<file path="config.mk">
export PLATFORM = sky130hd
export DESIGN_NAME = decode_queue
export DESIGN_NICKNAME = d
export VERILOG_FILES = /design/src/rtl/decode_queue.sv
export SDC_FILE = /design/constraint.sdc
export NUM_CORES = 1
export LEC_CHECK = 0
export ABC_AREA = 1
export BUFFER_PORTS_ARGS = -buffer_cell sky130_fd_sc_hd__buf_4
export CAP_MARGIN = 30
export CORE_MARGIN = 10
export CORE_UTILIZATION = 46
export DETAILED_ROUTE_END_ITERATION = 12
export GPL_TIMING_DRIVEN = 0
export HOLD_SLACK_MARGIN = 0.06
export PLACE_DENSITY = 0.76
export SYNTH_ARGS = -nofsm -noshare
export SYNTH_HDL_FRONTEND = slang
export SYNTH_SLANG_ARGS = --single-unit
export TNS_END_PERCENT = 100
</file>
<file path="constraint.sdc">
create_clock -name clk -period 1.8 [get_ports clk]
set_input_delay 0.27 -clock clk [delete_from_list [all_inputs] [get_ports clk]]
set_output_delay 0.27 -clock clk [all_outputs]
set_load 0.05 [all_outputs]
</file>
<file path="src/rtl/decode_queue.sv">
// RV32I control decoder with a DEPTH-entry queue of decoded bundles feeding execute.
// Flags illegal encodings, keeps them in order, and counts them in a saturating counter.
module decode_queue #(
    parameter int unsigned DEPTH    = 2,
    parameter int unsigned EN_UPPER = 1,
    parameter int unsigned EN_MEXT  = 0,
    parameter int unsigned CNT_W    = 8
) (
    input  logic             clk,
    input  logic             rst,
    input  logic             flush,
    input  logic             in_valid,
    output logic             in_ready,
    input  logic [31:0]      instr,
    output logic             out_valid,
    input  logic             out_ready,
    output logic             Branch,
    output logic             jumpSrc,
    output logic             jalrSrc,
    output logic [1:0]       resultSrc,
    output logic             memWrite,
    output logic             aluSrc,
    output logic [2:0]       immSrc,
    output logic             regWrite,
    output logic [1:0]       aluOp,
    output logic [2:0]       sizeSrc,
    output logic             illegal,
    output logic [CNT_W-1:0] illegal_cnt
);

    localparam int unsigned PTR_W    = (DEPTH > 1) ? $clog2(DEPTH) : 1;
    localparam int unsigned CNT_BITS = $clog2(DEPTH + 1);
    localparam int unsigned LAST     = DEPTH - 1;

    localparam logic [6:0] OP_JAL    = 7'b1101111;
    localparam logic [6:0] OP_JALR   = 7'b1100111;
    localparam logic [6:0] OP_BRANCH = 7'b1100011;
    localparam logic [6:0] OP_LOAD   = 7'b0000011;
    localparam logic [6:0] OP_STORE  = 7'b0100011;
    localparam logic [6:0] OP_IMM    = 7'b0010011;
    localparam logic [6:0] OP_REG    = 7'b0110011;
    localparam logic [6:0] OP_LUI    = 7'b0110111;

    typedef struct packed {
        logic       branch;
        logic       jump_src;
        logic       jalr_src;
        logic [1:0] result_src;
        logic       mem_write;
        logic       alu_src;
        logic [2:0] imm_src;
        logic       reg_write;
        logic [1:0] alu_op;
        logic [2:0] size_src;
        logic       illegal;
    } ctrl_t;

    logic [6:0] opcode;
    logic [2:0] funct3;
    logic [6:0] funct7;
    ctrl_t      dec;
    ctrl_t      head;
    ctrl_t      mem [DEPTH];

    logic [PTR_W-1:0]    wr_ptr;
    logic [PTR_W-1:0]    rd_ptr;
    logic [CNT_BITS-1:0] count;
    logic                push;
    logic                pop;

    assign opcode = instr[6:0];
    assign funct3 = instr[14:12];
    assign funct7 = instr[31:25];

    // Instruction decode; illegal encodings leave every control field at zero.
    always_comb begin
        dec = '0;
        case (opcode)
            OP_JAL: begin
                dec.reg_write  = 1'b1;
                dec.imm_src    = 3'b011;
                dec.alu_src    = 1'b1;
                dec.result_src = 2'b10;
                dec.jump_src   = 1'b1;
            end
            OP_JALR: begin
                dec.reg_write  = 1'b1;
                dec.imm_src    = 3'b000;
                dec.alu_src    = 1'b1;
                dec.result_src = 2'b10;
                dec.jump_src   = 1'b1;
                dec.jalr_src   = 1'b1;
            end
            OP_BRANCH: begin
                dec.branch  = 1'b1;
                dec.imm_src = 3'b010;
                dec.alu_op  = 2'b01;
            end
            OP_LOAD: begin
                if (funct3 == 3'b011 || funct3 == 3'b110 || funct3 == 3'b111) begin
                    dec.illegal = 1'b1;
                end else begin
                    dec.reg_write  = 1'b1;
                    dec.alu_src    = 1'b1;
                    dec.result_src = 2'b01;
                    dec.size_src   = funct3;
                end
            end
            OP_STORE: begin
                if (funct3 > 3'b010) begin
                    dec.illegal = 1'b1;
                end else begin
                    dec.mem_write = 1'b1;
                    dec.alu_src   = 1'b1;
                    dec.imm_src   = 3'b001;
                    dec.size_src  = funct3;
                end
            end
            OP_IMM: begin
                dec.reg_write = 1'b1;
                dec.alu_src   = 1'b1;
                dec.alu_op    = 2'b10;
            end
            OP_REG: begin
                if (funct7 == 7'b0000000 || funct7 == 7'b0100000) begin
                    dec.reg_write = 1'b1;
                    dec.alu_op    = 2'b10;
                end else if (funct7 == 7'b0000001 && EN_MEXT != 0) begin
                    dec.reg_write = 1'b1;
                    dec.alu_op    = 2'b11;
                end else begin
                    dec.illegal = 1'b1;
                end
            end
            OP_LUI: begin
                if (EN_UPPER != 0) begin
                    dec.reg_write  = 1'b1;
                    dec.imm_src    = 3'b100;
                    dec.result_src = 2'b11;
                end else begin
                    dec.illegal = 1'b1;
                end
            end
            default: dec.illegal = 1'b1;
        endcase
    end

    // Ready comes only from the registered count so there is no path from out_ready.
    assign in_ready  = (count < CNT_BITS'(DEPTH)) && !rst;
    assign out_valid = (count != '0);
    assign push      = in_valid && in_ready && !flush;
    assign pop       = out_ready && out_valid;

    always_ff @(posedge clk) begin
        if (push) begin
            mem[wr_ptr] <= dec;
        end
    end

    // Queue bookkeeping; flush wins over push and pop but leaves the illegal count alone.
    always_ff @(posedge clk or posedge rst) begin
        if (rst) begin
            wr_ptr      <= '0;
            rd_ptr      <= '0;
            count       <= '0;
            illegal_cnt <= '0;
        end else begin
            if (flush) begin
                wr_ptr <= '0;
                rd_ptr <= '0;
                count  <= '0;
            end else begin
                if (push) begin
                    wr_ptr <= (wr_ptr == PTR_W'(LAST)) ? '0 : wr_ptr + PTR_W'(1);
                end
                if (pop) begin
                    rd_ptr <= (rd_ptr == PTR_W'(LAST)) ? '0 : rd_ptr + PTR_W'(1);
                end
                if (push && !pop) begin
                    count <= count + CNT_BITS'(1);
                end else if (pop && !push) begin
                    count <= count - CNT_BITS'(1);
                end
            end
            if (push && dec.illegal && illegal_cnt != '1) begin
                illegal_cnt <= illegal_cnt + CNT_W'(1);
            end
        end
    end

    // Head entry is forced to zero whenever the queue is empty.
    assign head = out_valid ? mem[rd_ptr] : '0;

    assign Branch    = head.branch;
    assign jumpSrc   = head.jump_src;
    assign jalrSrc   = head.jalr_src;
    assign resultSrc = head.result_src;
    assign memWrite  = head.mem_write;
    assign aluSrc    = head.alu_src;
    assign immSrc    = head.imm_src;
    assign regWrite  = head.reg_write;
    assign aluOp     = head.alu_op;
    assign sizeSrc   = head.size_src;
    assign illegal   = head.illegal;

endmodule

</file>
==> impl_metrics.env <==
export IMPL_status="completed"
export IMPL_fin_worst_skew_ns=0.00522
export IMPL_fill_cells=395
export IMPL_grt_overflow=0
export IMPL_cpLargestDelayFamily="flip-flops"
export IMPL_drcViolationCount=0
export IMPL_dp_slack_ns=-0.0949
export IMPL_synth_area_top_cells="edfxtp_1, dfrtp_1, nand2_1, a21oi_1, nor2_1"
export IMPL_viasPerCell=4.98
export IMPL_hold_viol=0
export IMPL_grt_pass1_vias=1718
export IMPL_track_usage_pct=12.7
export IMPL_seq_area_frac_synth_pct=57.0
export IMPL_dp_hpwl_um=3530
export IMPL_ys_ff_latch=44
export IMPL_slowest_delay_ns=0.48
export IMPL_vias=1812
export IMPL_reg2reg_from="count[1]"
export IMPL_wl_met2_um=2250
export IMPL_grt_pass1_wl_um=7860
export IMPL_place_inst=352
export IMPL_p_per_area_nw_per_um2=1400
export IMPL_crit_path_start="rd_ptr"
export IMPL_start_util_pct=47.1
export IMPL_fin_crit_ns=1.72
export IMPL_coreArea_um2=4690
export IMPL_drv_slew=0
export IMPL_stdcell_count=364
export IMPL_critPathMaxFanout=10
export IMPL_synthesis_yosys_warnings=0
export IMPL_min_path_type="input port to flop"
export IMPL_ant_nets=0
export IMPL_wl_met3_um=315
export IMPL_relSlewSlack_pct=60.0
export IMPL_firstDrtPassIters=4
export IMPL_ir_drop_uv=880
export IMPL_area_growth_pct=32.5
export IMPL_io_buffers=47
export IMPL_post_route_period_util_pct=95.6
export IMPL_dieArea_um2=7980
export IMPL_worst_slew_pin_transition_ns=0.596
export IMPL_syn_inst=251
export IMPL_rsz0062_at_grt="no"
export IMPL_antenna_found_initial=0
export IMPL_crit_end="immSrc[0]"
export IMPL_final_layout_size_suffix_gt1_share_pct=31.9
export IMPL_fmax_ghz=0.581
export IMPL_clock_path_buffers=2
export IMPL_pin_count=64
export IMPL_cts_sinks=44
export IMPL_nets=347
export IMPL_avgSynthCellArea_um2=8.81
export IMPL_wirelength_um=4690
export IMPL_synth_top_area_cell="edfxtp_1"
export IMPL_yosysUniqueCellTypes=27
export IMPL_maxCapViolations=0
export IMPL_leakagePower_nw=1.31
export IMPL_setup_ws_ns=0.0788
export IMPL_rrSetupSlack_ns=0.19
export IMPL_dr_first_iter_drc_count=88
export IMPL_cts_root_buf="clkbuf_8"
export IMPL_cp_slowest_cell="dfrtp_2"
export IMPL_die_w_um=89.3
export IMPL_wl_met1_um=2050
export IMPL_setup_viol=0
export IMPL_hold_start="out_ready"
export IMPL_crit_path_start_kind="flop"
export IMPL_reg2regPathDepth=7
export IMPL_crit_type="flop to output pin"
export IMPL_endpoint_kind="output pin"
export IMPL_rows=25
export IMPL_synth_net_count=289
export IMPL_numCtsBuffers=5
export IMPL_cts_tree="done"
export IMPL_cp_depth=5
export IMPL_yosys_area_top_type_share_pct=43.4
export IMPL_clk_latency_ns=0.29
export IMPL_crit_arrival_ns=1.45
export IMPL_path_cells="clkinv_4 > clkbuf_8 > nand2_1 > a21oi_2 > buf_6"
export IMPL_htreeDepth=2
export IMPL_required_ns=1.53
export IMPL_worst_r2r_endpoint="mem[0][8]"
export IMPL_routed_top_layer="met4"
export IMPL_diodes=0
export IMPL_fp_dieH_um=89.3
export IMPL_gp_congestion=0.784
export IMPL_crit_buf_inv=3
export IMPL_clkTransAtPathRegs_ns=0.08
export IMPL_grt_max_degree=17
export IMPL_synth_area_um2=2210
export IMPL_wl_per_cell_um=12.9
==> worst min-delay path, stage by stage <==
cell and delay [ns]:
buf_4 0.11, nand2_1 0.09, a21oi_1 0.07
==> registers in the layout, summed over array words and instances (netlist names) <==
| register | count |
|---|---|
| mem | 32 |
| wr_ptr | 1 |
| illegal_cnt | 8 |
| count | 2 |
| rd_ptr | 1 |
==> routing by layer <==
| layer | vias up | GRT usage (%) |
|---|---|---|
| met5 | - | 0 |
| met4 | 0 | 4.62 |
| met3 | 8 | 4.01 |
| met2 | 47 | 20.5 |
| met1 | 818 | 15.6 |
| li1 | 939 | - |
==> synthesized netlist by cell type, drive strengths merged <==
cell type,count
clkinv,1
nor3,3
ha,1
edfxtp,32
xor2,2
clkbuf,3
nand4,8
a21oi,23
inv,24
nand2,82
nand3,14
o21a,1
o21ai,4
o22ai,1
dfrtp,12
buf,4
xnor2,2
nor2,31
nor4,1
or2,2
==> what timing repair did <==
item / in CTS / in global routing
resized for setup: 15 / 3
pin swaps: 1 / 2
hold buffers: 1 / 0
setup buffers: 1 / 3
endpoints found under the setup margin: 16 / 27
hold endpoints to repair: 12 / 0
==> through the flow <==
step / utilization, % / TNS [ns] / hold WS (ns) / power, mW / instance area (um2)
after global placement: 57.8 / -0.944 / 0.342 / 3.25 / 2710
after global routing: 62.5 / 0 / 0.309 / 4.35 / 2930
after floorplan: - / -0.210 / 0.135 / 2.71 / 2290
final: 62.5 / 0 / 0.279 / 4.11 / 2930
after detailed placement: 57.8 / -0.731 / 0.344 / 3.28 / 2710
after CTS: 61.7 / 0 / 0.274 / 4.10 / 2900
==> report_power, final <==
group / internal (mW) / switching (mW) / leakage, nW
combinational: 0.667 / 1.42 / 0.810
clock: 0.412 / 0.313 / 0.0552
sequential: 1.19 / 0.116 / 0.446
==> cell usage in the layout, fill, tap and decap left out, types with 4 or more instances in the layout <==
| master | n |
|---|---|
| nand3_1 | 11 |
| buf_6 | 6 |
| inv_1 | 20 |
| nand2_2 | 4 |
| a21oi_1 | 12 |
| nand4_1 | 8 |
| o21ai_0 | 4 |
| nand2_1 | 78 |
| clkbuf_8 | 7 |
| nor2_4 | 6 |
| nor2_1 | 23 |
| a21oi_2 | 11 |
| buf_4 | 47 |
| dfrtp_1 | 10 |
| edfxtp_1 | 32 |
==> worst min path at each step <==
stage | to | slack, ns | depth (start not counted)
after detailed placement | count[0] | 0.34 | 2
final | rd_ptr | 0.28 | 3
after global routing | mem[1][1] | 0.31 | 2
after CTS | rd_ptr | 0.27 | 3
after global placement | count[1] | 0.34 | 2
after floorplan | count[0] | 0.13 | 1
==> layout make-up <==
class / instances / area, um2 / share of cell area (%)
plain buffers: 6 / 65.1 / 2.22
clock buffers: 6 / 72.6 / 2.48
clock inverters: 2 / 35.0 / 1.20
inverters: 25 / 104 / 3.54
multi-input cells: 175 / 891 / 30.4
flip-flops and latches: 44 / 1260 / 43.1
well taps: 54 / 67.6 / 2.30
repair buffers: 52 / 433 / 14.8
==> kinds of logic after synthesis <==
| family | count (synthesis) | share of synthesized area [%] |
|---|---|---|
| flip-flops | 44 | 57.0 |
| adder cells (fa/ha/maj) | 1 | 0.566 |
| buffers and inverters | 32 | 6.16 |
| AND/OR/NAND/NOR | 141 | 27.9 |
| XOR/XNOR | 4 | 1.58 |
| AO/OA/AOI/OAI | 29 | 6.73 |
No activity file was read; power rests on OpenSTA's default activity.
